<file path="config.mk">
export PLATFORM = sky130hd
export DESIGN_NAME = fifo_rd_packer
export DESIGN_NICKNAME = d
export VERILOG_FILES = /design/src/rtl/fifo_rd_packer.sv
export SDC_FILE = /design/constraint.sdc
export NUM_CORES = 1
export LEC_CHECK = 0
export ABC_AREA = 1
export CORE_ASPECT_RATIO = 1.75
export CORE_MARGIN = 1.5
export CORE_UTILIZATION = 35
export CTS_CLUSTER_DIAMETER = 80
export DETAILED_ROUTE_END_ITERATION = 8
export GPL_TIMING_DRIVEN = 0
export PLACE_DENSITY = 0.73
export REMOVE_ABC_BUFFERS = 1
export SYNTH_ARGS = -nofsm -noshare
export SYNTH_HDL_FRONTEND = slang
export SYNTH_SLANG_ARGS = --single-unit
</file>
<file path="constraint.sdc">
create_clock -name rd_clk -period 1.4 [get_ports rd_clk]
set_input_delay 0.42 -clock rd_clk [delete_from_list [all_inputs] [get_ports rd_clk]]
set_output_delay 0.42 -clock rd_clk [all_outputs]
set_load 0.005 [all_outputs]
</file>
<file path="src/rtl/fifo_rd_packer.sv">
// fifo_rd_packer: pops bytes from a first-word-fall-through FIFO and packs
// PACK consecutive lanes (lane 0 first, little-endian) into one output word.
// The word is presented with a valid/ready handshake. A flush pulse ends a
// partial word early and marks it with m_last. word_count counts accepted
// output words and wraps at 16 bits.
module fifo_rd_packer #(
    parameter int DATA_WIDTH = 8,
    parameter int PACK       = 4
) (
    input  logic                       rd_clk,
    input  logic                       reset_n,
    input  logic                       fifo_empty,
    input  logic [DATA_WIDTH-1:0]      fifo_rd_data,
    output logic                       fifo_rd_en,
    input  logic                       flush,
    output logic                       m_valid,
    input  logic                       m_ready,
    output logic [DATA_WIDTH*PACK-1:0] m_data,
    output logic [PACK-1:0]            m_keep,
    output logic                       m_last,
    output logic [15:0]                word_count
);

    localparam logic [0:0] FILL = 1'b0;
    localparam logic [0:0] OUT  = 1'b1;

    // Lane index is 4 bits wide, which is enough for up to 8 lanes.
    localparam logic [3:0] LAST_LANE = 4'(PACK - 1);

    logic [0:0]               state_r;
    logic [3:0]               lane_r;
    logic [DATA_WIDTH*PACK-1:0] data_r;
    logic [PACK-1:0]          keep_r;
    logic                     last_r;
    logic                     valid_r;
    logic [15:0]              count_r;

    logic                     rd_en_s;
    logic [DATA_WIDTH*PACK-1:0] data_cap_s;
    logic [PACK-1:0]          keep_cap_s;

    logic [0:0]               state_nxt_s;
    logic [3:0]               lane_nxt_s;
    logic [DATA_WIDTH*PACK-1:0] data_nxt_s;
    logic [PACK-1:0]          keep_nxt_s;
    logic                     last_nxt_s;
    logic                     valid_nxt_s;
    logic [15:0]              count_nxt_s;

    // Pop request: only while collecting, FIFO has data, and not in reset.
    always_comb begin
        rd_en_s = (state_r == FILL) && !fifo_empty && reset_n;
    end

    // Merge the FIFO head into the current lane when it is popped this cycle.
    always_comb begin
        data_cap_s = data_r;
        keep_cap_s = keep_r;
        for (int i = 0; i < PACK; i++) begin
            data_cap_s[i*DATA_WIDTH +: DATA_WIDTH] =
                (rd_en_s && (lane_r == 4'(i))) ? fifo_rd_data
                                               : data_r[i*DATA_WIDTH +: DATA_WIDTH];
            keep_cap_s[i] = keep_r[i] | (rd_en_s && (lane_r == 4'(i)));
        end
    end

    // FILL/OUT sequencing, word termination and handshake bookkeeping.
    always_comb begin
        state_nxt_s = state_r;
        lane_nxt_s  = lane_r;
        data_nxt_s  = data_r;
        keep_nxt_s  = keep_r;
        last_nxt_s  = last_r;
        valid_nxt_s = valid_r;
        count_nxt_s = count_r;
        case (state_r)
            FILL: begin
                data_nxt_s = data_cap_s;
                keep_nxt_s = keep_cap_s;
                if (rd_en_s && (lane_r == LAST_LANE)) begin
                    // Final lane captured; a coincident flush still marks last.
                    state_nxt_s = OUT;
                    valid_nxt_s = 1'b1;
                    last_nxt_s  = flush;
                    lane_nxt_s  = 4'd0;
                end else if (flush && (keep_cap_s != {PACK{1'b0}})) begin
                    // Early termination; an empty flush is simply dropped.
                    state_nxt_s = OUT;
                    valid_nxt_s = 1'b1;
                    last_nxt_s  = 1'b1;
                    lane_nxt_s  = 4'd0;
                end else begin
                    lane_nxt_s = rd_en_s ? (lane_r + 4'd1) : lane_r;
                end
            end
            OUT: begin
                if (valid_r && m_ready) begin
                    state_nxt_s = FILL;
                    valid_nxt_s = 1'b0;
                    data_nxt_s  = {(DATA_WIDTH*PACK){1'b0}};
                    keep_nxt_s  = {PACK{1'b0}};
                    last_nxt_s  = 1'b0;
                    count_nxt_s = count_r + 16'd1;
                end else begin
                    state_nxt_s = OUT;
                end
            end
            default: begin
                state_nxt_s = FILL;
                lane_nxt_s  = 4'd0;
                data_nxt_s  = {(DATA_WIDTH*PACK){1'b0}};
                keep_nxt_s  = {PACK{1'b0}};
                last_nxt_s  = 1'b0;
                valid_nxt_s = 1'b0;
            end
        endcase
    end

    // State registers with synchronous active-low reset discarding any word.
    always_ff @(posedge rd_clk) begin
        if (!reset_n) begin
            state_r <= FILL;
            lane_r  <= 4'd0;
            data_r  <= {(DATA_WIDTH*PACK){1'b0}};
            keep_r  <= {PACK{1'b0}};
            last_r  <= 1'b0;
            valid_r <= 1'b0;
            count_r <= 16'd0;
        end else begin
            state_r <= state_nxt_s;
            lane_r  <= lane_nxt_s;
            data_r  <= data_nxt_s;
            keep_r  <= keep_nxt_s;
            last_r  <= last_nxt_s;
            valid_r <= valid_nxt_s;
            count_r <= count_nxt_s;
        end
    end

    assign fifo_rd_en = rd_en_s;
    assign m_valid    = valid_r;
    assign m_data     = data_r;
    assign m_keep     = keep_r;
    assign m_last     = last_r;
    assign word_count = count_r;

endmodule

</file>
After elaboration in Yosys (flattened, before gate mapping). Index checks and enable logic that the tools add are counted.

Logic and storage cells: 66. Flip-flop bits (word level): 59. Input port bits: 13. Output and inout bits: 55.

Mux-type cells: 21. Eq/ne operators: 9. Reduce and logical (&&, ||, !) cells: 19. $add $sub $neg: 2. Bitwise gates (word level): 5.

Operators with widths (count): $pmux W32 S2 (1); $mux W32 (1); $mux W8 (4); $add A16 B1 Y16 const B (1); $mux W4 (4); $reduce_and A2 Y1 (7); $ne A2 B1 Y1 const B (5); $eq A4 B2 Y1 const B (2); $logic_and A1 B1 Y1 (8); $pmux W4 S2 (1); $mux W1 (7); $pmux W1 S2 (3); $add A4 B1 Y4 const B (1); $eq A4 B1 Y1 const B (1); $logic_not A4 Y1 (1); $or A1 B1 Y1 (4); $reduce_bool A4 Y1 (1); $ne A3 B1 Y1 const B (1); $reduce_bool A3 Y1 (1); $logic_not A1 Y1 (1); $not A1 Y1 (1).

Logic depth before layout (Yosys ltp). Gate-level depths: netlist (run 1).

Depth in word-level cells: 10. Depth in mapped cells: 13. Mapped depth without buffers: 13.

Least setup slack after synthesis (run 1). No wires, ideal clock.

Path kind: reg2reg. Start point: register lane_r[0]. End point: register lane_r[0]. Path slack: -0.064 ns. Arrival time: 1.350 ns. Path buffers: 0. Period minus slack after synthesis: 1.464 ns. Required time: 1.286 ns. Stages on the path, launching flop included: 13. Path through: dfxtp_1 > inv_1 > ha_1 > inv_1 > nor2_1 > nand2_2 > nand2_2 > nor2_2 > nand2_4 > nand3_4 > nand2_4 > nor2_1 > nor2_2.

Cells in the longest elaborated chain, start to end: 7. Elaborated cells between the ends (all ways): 20. Classes of those cells: 1 x add/sub; 3 x eq/ne; 3 x mux; 4 x bitwise; 9 x reduce/logical.

Ends and longest elaborated chain: from (decl) (line 31) `logic [3:0] lane_r;`; from (signal assigned) (line 131) `lane_r <= lane_nxt_s;`; $eq A4 B1 Y1 (tied with other cells) (line 63) `keep_cap_s[i] = keep_r[i] | (rd_en_s && (lane_r == 4'(i)));`; $logic_and A1 B1 Y1, on equally long branches (line 63, 80); $or A1 B1 Y1 (line 63); $reduce_bool A4 Y1 (line 86) `end else if (flush && (keep_cap_s != {PACK{1'b0}})) begin`; $logic_and A1 B1 Y1 (line 86); $reduce_bool A3 Y1 (no source line) or $mux W4 (tied branches); $reduce_and A2 Y1 (no source line) or $mux W4 (tied branches).

Parallel ways exist; a longest one is shown, timed or not. The select of a mux whose other input is x is not followed. A chain may end at the register's enable or synchronous reset.

Worst setup path after layout (run 1).
Start point: register state_r. End point: register lane_r[1].

Cells in the longest elaborated chain, start to end: 9. Elaborated cells between the ends (all ways): 17. Classes of those cells: 2 x mux; 5 x bitwise; 10 x reduce/logical.

Ends and longest elaborated chain: from (decl) (line 30) `logic [0:0] state_r;`; from (signal assigned) (line 130) `state_r <= state_nxt_s;`; $not A1 Y1 (no source line) (*); $logic_and A1 B1 Y1 (2 in a row) (line 52) `rd_en_s = (state_r == FILL) && !fifo_empty && reset_n;`; $logic_and A1 B1 Y1, on equally long branches (line 63, 80); $or A1 B1 Y1 (line 63); $reduce_bool A4 Y1 (line 86); $logic_and A1 B1 Y1 (line 86); $reduce_bool A3 Y1 (no source line) or $mux W4 (tied branches); $reduce_and A2 Y1 (no source line) or $mux W4 (tied branches).

Every way passes the cells marked *; elsewhere a longest branch is shown, timed or not.

==> results of run 1 <==
==> flip-flops by register name (all words and copies together), names as in the netlist <==
register and flops:
m_data 32, word_count 16, lane_r 4, m_keep 4
m_last 1, m_valid 1, state_r 1
==> layer usage <==
| metal | wire length, um | vias to the layer above |
|---|---|---|
| li1 | - | 1285 |
| met1 | 2810 | 1228 |
| met4 | 266 | 0 |
| met5 | 0 | - |
| met2 | 3975 | 74 |
| met3 | 304 | 20 |
==> kinds of logic (layout without fill, tap and decap cells) <==
| group | Yosys count | after routing |
|---|---|---|
| compound gates | 59 | 59 |
| xor+xnor | 3 | 3 |
| fa+ha+maj | 5 | 5 |
| buf+inv | 45 | 145 |
| flops | 59 | 59 |
| simple gates | 169 | 170 |
==> worst reg2reg max path, stage by stage, from the launching register on <==
cell and delay (ps):
dfxtp_4 360, inv_8 60, nand2_8 50, nor2_8 120, buf_8 160, nand2_8 70, nand2_4 80, nor2_4 50
nand2_4 90, nand3_4 120, nand2_8 140, nand2_2 60, nand2_2 60, nor2_2 30
==> what timing repair did <==
item	CTS	global route
hold endpoints to repair	0	0
setup buffers	13	10
pin swaps	20	25
setup endpoints to repair	114	53
resized for setup	151	63
gates cloned	1	0
hold buffers	0	0
==> cell usage in the layout (no fill, tap or decap), types with 3 or more instances in the layout <==
cell type | netlist | final
nand3_4 | 1 | 3
nor2_2 | 9 | 12
inv_4 | 0 | 5
nor2_1 | 29 | 13
nand2_2 | 7 | 13
dfxtp_4 | 0 | 9
nand2_4 | 4 | 12
a21oi_1 | 48 | 39
clkdlybuf4s50_1 | 0 | 9
nor2_4 | 2 | 16
dfxtp_1 | 59 | 32
inv_1 | 32 | 25
dlygate4sd2_1 | 0 | 55
nand3_1 | 10 | 7
dfxtp_2 | 0 | 18
inv_2 | 5 | 5
buf_4 | 0 | 20
clkbuf_16 | 0 | 9
nand4_4 | 0 | 3
nand3_2 | 2 | 3
nor3b_1 | 4 | 4
o21a_1 | 4 | 4
ha_4 | 0 | 3
nand2_1 | 90 | 73
o21ai_0 | 4 | 3
clkinv_2 | 0 | 6
a21oi_2 | 1 | 10
buf_6 | 1 | 3
xor2_1 | 3 | 3
nand2_8 | 0 | 3
==> power by group through the flow <==
stage          registers, uW  logic (uW)  clock network (uW)
3_3_place_gp            1910         823                   0
6_report                1900        1290                2160
2_1_floorplan           1900         531                   0
3_5_place_dp            1920         844                   0
5_1_grt                 1910        1400                2280
4_1_cts                 1890        1020                2180
==> path summary, 6_finish.rpt <==
check | startpoint | to | depth (start not counted)
worst max-delay path | state_r | lane_r[1] | 13
worst min-delay path | reset_n | word_count[6] | 3
worst max register to register | state_r | lane_r[1] | 13
worst min register to register | m_data[2] | m_data[2] | 2
==> per-stage QoR <==
stage | setup TNS (ps) | cells | hold WS (ps) | area, um^2 | total power (uW)
after floorplan | -2755 | 334 | 455.9 | 2585 | 2435
after global placement | -75600 | 487 | 449.3 | 3363 | 2737
after detailed placement | -78120 | 487 | 454.3 | 3363 | 2763
after CTS | -1238 | 517 | 421.2 | 3938 | 5094
after global routing | -5772 | 527 | 449.1 | 4242 | 5595
final | -1914 | 527 | 433.2 | 4242 | 5352
==> cell type report <==
cell class                 instances  area, um^2  share of cell area
clock buffer                      10       239.0             0.05634
clock inverter                     6       55.05             0.01298
inverter                          39       177.7             0.04189
multi-input combinational        237        1629              0.3841
sequential                        59        1237              0.2917
tap                               86       107.6             0.02537
timing repair buffer              90       795.8              0.1876
==> summary.md, run 1 <==
| Metric | Value |
|---|---|
| Die Wd | `68.39 um` |
| Worst skew pair latency | `330 ps` |
| Slew @ Worst Pin | `629.0 ps` |
| Top cells by area, synth | `dfxtp_1, nand2_1, a21oi_1, inv_1, nor2_1` |
| Initial cell density of the core | `0.3620` |
| GR Layer Usage met1 | `0.2077` |
| Power per cell area | `1262 nW/um^2` |
| Switching share of power | `0.3038` |
| Final routed DRC violation total | `0` |
| P_sw | `1626 uW` |
| Die height | `117.4 um` |
| Io pins | `68` |
| GR Layer Usage met2 | `0.3269` |
| TritonCTS buffer count | `9` |
| Clk pin slew, worst setup/hold paths | `50 ps` |
| Final setup margin | `-177.1 ps` |
| Layout cell share with drive strength beyond 1 | `0.3719` |
| All-layer global routing usage | `0.1904` |
| Nets | `454` |
| Main combinational cell family by area after synthesis | `simple AND/OR/NAND/NOR gates` |
| WP data arrival | `1800 ps` |
| Crit path top cell by count | `nand2_8` |
| Final setup vio count | `27` |
| Synthesized instance count | `340` |
| Final period utilization | `1.127` |
| Most frequent cell after synthesis | `nand2_1` |
| Synthesized area | `2619 um^2` |
| Combinational fraction of design power | `0.241` |
| Longest Clk Path Bufs | `2` |
| Drt first pass iters | `4` |
| Buf/Inv on CP | `2` |
| Antenna Nets Post-Route | `0` |
| Relative slew slack | `0.5801` |
| Number of port buffers | `67` |
| DR vias/cell | `4.947` |
| Placer Congestion | `0.8091` |
| EDFF count, synth | `0` |
| First-pass GRT wire length | `11630 um` |
| CP Cell Sequence | `inv_8 -> nand2_8 -> nor2_8 -> buf_8 -> nand2_8 -> nand2_4 -> nor2_4 -> nand2_4 -> nand3_4 -> nand2_8 -> nand2_2 -> nand2_2 -> nor2_2` |
| # rows | `41` |
| Setup slack after placement | `-1697 ps` |
| Final Slew Violations | `0` |
| Synth-to-Final Area Change | `61.97%` |
| RSZ-0062 raised after global routing | `yes` |
| GRT busiest layer | `met2` |
| CTS Sinks | `59` |
| CP Launch Type | `flop` |
| Reg2reg setup slack | `-180 ps` |
| Core area | `7233 um^2` |
| Max Cap Viol | `0` |
| Static leakage | `0.001977 uW` |
| Crit-path max FO | `7` |
| Worst hold path class | `in -> reg` |
| Seq/Total Area, Yosys | `0.4510` |
| Grt ovf | `0` |
| Post-Synth Adder-Cell Area | `0.02389` |
| Initial DRC Count | `150` |
| GR Util met3 | `0.04314` |
| Wire per inst | `13.96 um` |
| Warnings, synthesis | `0` |
| Status | `finished with violations` |
| Worst Setup End Kind | `flop` |
| Clock H-tree levels | `3` |
| Mux cell area share after synthesis | `0` |
| CTS tree | `built` |
| #FFs+latches synth | `59` |
| Netlist cell types | `30` |
| Min Clock Period, post-route | `1577 ps` |
| Final hold vios | `0` |
| Slowest stage delay, CP | `360 ps` |
| Failing checks | `setup timing` |
| Fillers | `638` |
| Critical Path RT | `1620 ps` |
| Avg Inst Size Synth | `7.702 um^2` |
| Asr flop ratio synth | `0` |
| P_int | `3726 uW` |
| Kind of critical path | `reg -> reg` |
| Max Freq | `0.6341 GHz` |
| Slowest CP cell | `dfxtp_4` |
| Post-Synth XOR/XNOR Area | `0.01003` |
| Synth Area in Compound Gates | `0.1199` |
| # diodes | `0` |
| Final wirelength | `7356 um` |
| DR vias | `2607` |
| Cell taking the most area after synthesis | `dfxtp_1` |
| Die area | `8030 um^2` |
| Number of global-route vias before repair | `2501` |
| Synth top area share | `0.4510` |
| Maximum vdd ir drop | `0.7144 mV` |
| HPWL Detailed | `4694 um` |
| Sequential share of power | `0.355` |
| Final core occ | `0.5864` |
| Initial antenna violation count | `0` |
| Clock tree root buffer cell | `clkbuf_16` |
| Synth top cells by count | `nand2_1, dfxtp_1, a21oi_1` |
| Ys flop type | `dfxtp_1` |
| Simple-Gate Fraction of Synth Area | `0.3235` |
| Final Skew | `6.451 ps` |
| Cell family with most CP delay | `simple AND/OR/NAND/NOR gates` |
| Largest net degree at the start of global routing | `44` |
| Clock Power Share | `0.404` |
(Power assumes the default switching activity.)
==> inputs of run 2 (changes only) <==
CORE_ASPECT_RATIO = 0.6   (was 1.75)
CORE_UTILIZATION = 40   (was 35)
PLACE_DENSITY = 0.8   (was 0.73)
TNS_END_PERCENT = 50   (was default)
==> summary.md, run 2 (synthesis results as in run 1) <==
| Metric | Value |
|---|---|
| Status | `finished with violations` |
| Failing checks | `setup timing` |
| Clock tree root buffer cell | `clkbuf_8` |
| DR vias | `2737 (+5.0%)` |
| WP data arrival | `1880 ps (+80 ps)` |
| Fin area | `4332 um^2 (+2.1%)` |
| Initial DRC Count | `109 (-27%)` |
| Synth-to-Final Area Change | `65.41%` |
| Cell family with most CP delay | `simple AND/OR/NAND/NOR gates` |
| Commonest non-fill, non-tap cell in the layout | `nand2_1` |
| Worst skew pair latency | `350 ps (+20 ps)` |
| First-pass GRT wire length | `12050 um (+3.7%)` |
| Placer Congestion | `0.8187 (+1.2%)` |
| Buf/Inv on CP | `2 (unchanged)` |
| Final period utilization | `1.161 (+0.03495)` |
| Final setup vio count | `43 (+59%)` |
| CP Cell Sequence | `inv_6 -> ha_4 -> inv_4 -> nor2_4 -> nand2_4 -> nand2_4 -> nor2_4 -> nand2_4 -> nand3_4 -> nand2_8 -> nand2_2 -> a21oi_2` |
| All-layer global routing usage | `0.2272 (+0.03674)` |
| Placed instance area | `3361 um^2 (about the same)` |
| # diodes | `0 (unchanged)` |
| Max Cap Viol | `0 (unchanged)` |
| CTS Sinks | `59 (unchanged)` |
| Footprint of the multi-input gates | `1647 um^2 (+1.1%)` |
| Drt first pass iters | `4 (unchanged)` |
| Final routed DRC violation total | `0 (unchanged)` |
| Antenna Nets Post-Route | `0 (unchanged)` |
| CP Launch Type | `flop` |
| Crit-path max FO | `7 (unchanged)` |
| Initial cell density of the core | `0.4210 (+0.05891)` |
| Die area | `7057 um^2 (-12%)` |
| Nets | `461 (+1.5%)` |
| Core area | `6221 um^2 (-14%)` |
| Final Skew | `12.57 ps (+6.114 ps)` |
| RSZ-0062 raised after global routing | `yes` |
| Initial antenna violation count | `0 (unchanged)` |
| Final core occ | `0.6963 (+0.1099)` |
| HPWL Detailed | `4850 um (+3.3%)` |
| Slowest CP cell | `dfxtp_4` |
| Power per cell area | `1226 nW/um^2 (-2.9%)` |
| Number of global-route vias before repair | `2383 (-4.7%)` |
| Maximum vdd ir drop | `0.7134 mV (-0.15%)` |
| Relative slew slack | `0.5487 (-0.03143)` |
| Slowest stage delay, CP | `400 ps (+40 ps)` |
| Worst Setup End Kind | `flop` |
| Final Slew Violations | `0 (unchanged)` |
| Crit path top cell by count | `nand2_4` |
| Clock H-tree levels | `3 (unchanged)` |
| Final wirelength | `8119 um (+10%)` |
| Min Clock Period, post-route | `1626 ps (+48.93 ps)` |
| Largest net degree at the start of global routing | `44 (unchanged)` |
| Grt ovf | `0 (unchanged)` |
| Number of port buffers | `67 (unchanged)` |
| Longest Clk Path Bufs | `2 (unchanged)` |
| Max Freq | `0.6150 GHz (-3.0%)` |
| Final hold vios | `0 (unchanged)` |
| Die height | `65.68 um (-44%)` |
| Most frequent cells in the layout | `nand2_1, dlygate4sd2_1, a21oi_1` |
| Kind of critical path | `reg -> reg` |
| Layout cell share with drive strength beyond 1 | `0.4152 (+0.04330)` |
| Critical Path RT | `1660 ps (+40 ps)` |
| Fillers | `478 (-25%)` |
| TritonCTS buffer count | `9 (unchanged)` |
| CTS tree | `built` |
| Static leakage | `0.001945 uW (-1.6%)` |
| Reg area | `1255 um^2 (+1.4%)` |
| Wire per inst | `15.26 um (+9.3%)` |
| Worst hold path class | `in -> reg` |
| Die Wd | `107.5 um (+57%)` |
| Io pins | `68 (unchanged)` |
| Max reg flops | `32 (unchanged)` |
| # rows | `22 (-46%)` |
| DR vias/cell | `5.145 (+4.0%)` |
| Slew @ Worst Pin | `676.1 ps (+47.09 ps)` |
| Clk pin slew, worst setup/hold paths | `70 ps (+20 ps)` |
| Final setup margin | `-226.0 ps (-48.93 ps)` |
## run 2: cell count changes in the layout (fill, tap and decap cells not counted), moves of 6 or more
| cell | before | now |
|---|---|---|
| dlygate4sd2_1 | 55 | 43 |
| a21oi_1 | 39 | 33 |
| clkbuf_8 | 1 | 12 |
| dfxtp_2 | 18 | 26 |
| dfxtp_1 | 32 | 22 |
| clkbuf_16 | 9 | 0 |
| clkdlybuf4s15_1 | 1 | 10 |
| nor2_1 | 13 | 20 |
## run 2: layer usage
layer	vias to the layer above	wire length [um]	GRT usage	share of wire
li1	1300	-	-	-
met1	1286	3478	0.2911	0.43
met2	128	3766	0.3599	0.46
met3	23	669	0.07044	0.082
met4	0	205	0.08717	0.025
met5	-	0	0	0
## run 2: worst paths after layout
| check | slack (ps) | cells past startpoint | end | from |
|---|---|---|---|---|
| max | -230 | 12 | lane_r[3] | lane_r[0] |
| min reg2reg | 450 | 2 | m_data[4] | m_data[4] |
| min | 430 | 3 | lane_r[2] | reset_n |
| max reg2reg | -230 | 12 | lane_r[3] | lane_r[0] |
## run 2: metrics by stage
stage	hold WS [ps]	instances	worst slack (ps)	TNS [ps]	total power (uW)
finish	430.5	532	-226.0	-3913	5309
global route	426.1	532	-290.6	-7407	5517
CTS	408.1	520	-220.8	-1488	5023
detailed placement	455.3	485	-1680	-79550	2776
global placement	450.5	485	-1670	-78630	2737
floorplan	455.9	334	-177.2	-2755	2435
## run 2: worst reg2reg max path, stage by stage, from the launching register on
cell	delay, ps
dfxtp_4	400
inv_6	90
ha_4	140
inv_4	30
nor2_4	120
nand2_4	70
nand2_4	80
nor2_4	40
nand2_4	110
nand3_4	130
nand2_8	140
nand2_2	60
a21oi_2	130
## run 2: what timing repair did
| item | 4_1_cts | 5_1_grt |
|---|---|---|
| gates cloned | 2 | 0 |
| pin swaps | 21 | 33 |
| hold endpoints to repair | 0 | 0 |
| gates resized for setup | 180 | 73 |
| setup buffers | 17 | 13 |
| hold buffers | 0 | 0 |
| endpoints found under the setup margin | 114 | 65 |
## run 2: report_power, final
part	leakage [uW]	total (uW)	internal, uW	switching [uW]
logic	0.00131	1380	571	804
registers	0.000498	1920	1790	128
clock network	0.000133	2020	1330	691
total	0.00194	5310	3680	1620
## run 2: area by class of cell
cell class | instances | share of cell area
Multi-Input combinational cell | 237 | 0.3801
Clock buffer | 12 | 0.03813
Tap cell | 84 | 0.02426
Timing Repair Buffer | 96 | 0.1993
Timing Repair inverter | 1 | 0.001444
Sequential cell | 59 | 0.2897
Clock inverter | 4 | 0.02195
Inverter | 39 | 0.04506
==> inputs of run 3 (changes only) <==
--- a/config.mk
+++ b/config.mk
@@ -13,5 +13,5 @@
 export DETAILED_ROUTE_END_ITERATION = 8
 export GPL_TIMING_DRIVEN = 0
-export PLACE_DENSITY = 0.8
+export PLACE_DENSITY = 0.78
 export REMOVE_ABC_BUFFERS = 1
 export SYNTH_ARGS = -nofsm -noshare
==> constraint.sdc (replaced) <==
create_clock -name rd_clk -period 1.8 [get_ports rd_clk]
set_input_delay 0.54 -clock rd_clk [delete_from_list [all_inputs] [get_ports rd_clk]]
set_output_delay 0.54 -clock rd_clk [all_outputs]
set_load 0.01 [all_outputs]
==> summary.md, run 3 (synthesis results as in run 1) <==
| Metric | Value |
|---|---|
| Status | `complete, no violations` |
| Worst Setup End Kind | `output pin` |
| Final Slew Violations | `0 (unchanged)` |
| Die height | `65.68 um (unchanged)` |
| CTS Sinks | `59 (unchanged)` |
| Initial DRC Count | `115 (+5.5%)` |
| Die Wd | `107.5 um (unchanged)` |
| Antenna Nets Post-Route | `0 (unchanged)` |
| Nets | `439 (-4.8%)` |
| Slowest stage delay, CP | `540 ps (+140 ps)` |
| Grt ovf | `0 (unchanged)` |
| Most frequent cells in the layout | `nand2_1, dfxtp_1, a21oi_1` |
| Final hold vios | `0 (unchanged)` |
| Worst skew pair latency | `330 ps (-20 ps)` |
| Initial antenna violation count | `0 (unchanged)` |
| First-pass GRT wire length | `10900 um (-9.6%)` |
| HPWL Detailed | `4936 um (+1.8%)` |
| Fin area | `3637 um^2 (-16%)` |
| CP Cell Sequence | `clkdlybuf4s50_1` |
| CTS hold repair buffers | `0 (unchanged)` |
| Final routed DRC violation total | `0 (unchanged)` |
| Max reg flops | `32 (unchanged)` |
| Setup TNS after final layout | `0 ps (+3913 ps)` |
| Clk pin slew, worst setup/hold paths | `70 ps (about the same)` |
| Initial cell density of the core | `0.4210 (unchanged)` |
| RSZ-0062 raised after global routing | `yes` |
| Clock tree root buffer cell | `clkbuf_8` |
| Final wirelength | `7043 um (-13%)` |
| Final std cells w/o fill | `510 (-4.1%)` |
| Overall power | `3203 uW (-40%)` |
| Number of port buffers | `67 (unchanged)` |
| CP Launch Type | `flop` |
| Worst hold path class | `reg -> reg` |
| Max Freq | `0.5643 GHz` |
| Final setup vio count | `0 (-100%)` |
| Core area | `6221 um^2 (unchanged)` |
| Synth-to-Final Area Change | `38.89%` |
| Cell family with most CP delay | `buffers and inverters` |
| Drt first pass iters | `4 (unchanged)` |
| Critical Path RT | `1260 ps (-400 ps)` |
| Io pins | `68 (unchanged)` |
| Static leakage | `0.001823 uW (-6.3%)` |
| Slew @ Worst Pin | `575.0 ps (-101.2 ps)` |
| Max Cap Viol | `0 (unchanged)` |
| Maximum vdd ir drop | `0.4463 mV (-37%)` |
| Min Clock Period, post-route | `1772 ps` |
| Layout cell share with drive strength beyond 1 | `0.1737 (-0.2415)` |
| Crit-path max FO | `2 (-5)` |
| Buf/Inv on CP | `1 (-1)` |
| Placed instance area | `3361 um^2 (unchanged)` |
| Wire per inst | `13.81 um (-9.5%)` |
| All-layer global routing usage | `0.2063 (-0.02090)` |
| # diodes | `0 (unchanged)` |
| Die area | `7057 um^2 (unchanged)` |
| Slowest CP cell | `clkdlybuf4s50_1` |
| Clock H-tree levels | `3 (unchanged)` |
| Kind of critical path | `reg -> out` |
| Number of global-route vias before repair | `2239 (-6.0%)` |
| TritonCTS buffer count | `9 (unchanged)` |
| Final Skew | `4.100 ps (-8.465 ps)` |
| DR vias/cell | `4.847 (-5.8%)` |
| Final period utilization | `0.9845` |
| WP data arrival | `1230 ps (-650 ps)` |
| Relative slew slack | `0.6162 (+0.06753)` |
| Power per cell area | `880.5 nW/um^2 (-28%)` |
| CTS tree | `built` |
| # rows | `22 (unchanged)` |
| DR vias | `2472 (-9.7%)` |
| Largest net degree at the start of global routing | `44 (unchanged)` |
| Longest Clk Path Bufs | `2 (unchanged)` |
| Placer Congestion | `0.8675 (+6.0%)` |
| Commonest non-fill, non-tap cell in the layout | `nand2_1` |
| Placed insts | `485 (unchanged)` |
## run 3: metal layers
| metal | GRT usage | vias up | share of wire |
|---|---|---|---|
| met5 | 0 | - | 0 |
| met1 | 0.2737 | 1120 | 0.47 |
| li1 | - | 1253 | - |
| met4 | 0.07895 | 0 | 0.014 |
| met3 | 0.06349 | 11 | 0.077 |
| met2 | 0.3153 | 88 | 0.44 |
## run 3: path summary, 6_finish.rpt
| path | from | endpoint | slack, ps | depth (start not counted) |
|---|---|---|---|---|
| worst max-delay path | m_data[18] | m_data[18] | 30 | 1 |
| worst min-delay path | m_data[12] | m_data[12] | 460 | 2 |
| worst max register to register | lane_r[0] | lane_r[0] | 100 | 13 |
| worst min register to register | m_data[12] | m_data[12] | 460 | 2 |
## run 3: metrics by stage
| stage | hold slack [ps] | setup slack, ps | util |
|---|---|---|---|
| after floorplan | 483.4 | 168.5 | - |
| final | 461.1 | 27.98 | 0.5847 |
| after detailed placement | 453.8 | -1458 | 0.5402 |
| after global placement | 451.1 | -1497 | 0.5402 |
| after global routing | 474.8 | -2.770 | 0.5847 |
| after CTS | 465.0 | -38.23 | 0.5700 |
## run 3: cell type report
type                    count  area (um^2)
inverters                  39        155.1
repair buffers             76        742.0
fillers                   609         2584
clock inverters             7        45.04
multi-input cells         236         1275
flip-flops and latches     59         1191
clock buffers               9        123.9
well taps                  84        105.1
## run 3: tightest hold or removal path, cell delays in order (launching register included)
cell and delay [ps]:
dfxtp_1 310, nand2_1 60, a21oi_1 50
## run 3: what timing repair did
item	in CTS	in global routing
hold endpoints to repair	0	0
gates cloned	0	0
pin swaps	4	3
setup endpoints to repair	78	34
gates resized for setup	39	19
buffers inserted	3	6
## run 3: power breakdown
group          internal, uW  total (uW)  switching [uW]  leakage [uW]
Clock                   490        1040             553     0.0000770
Sequential             1380        1450            69.2      0.000480
Combinational           267         705             438       0.00127
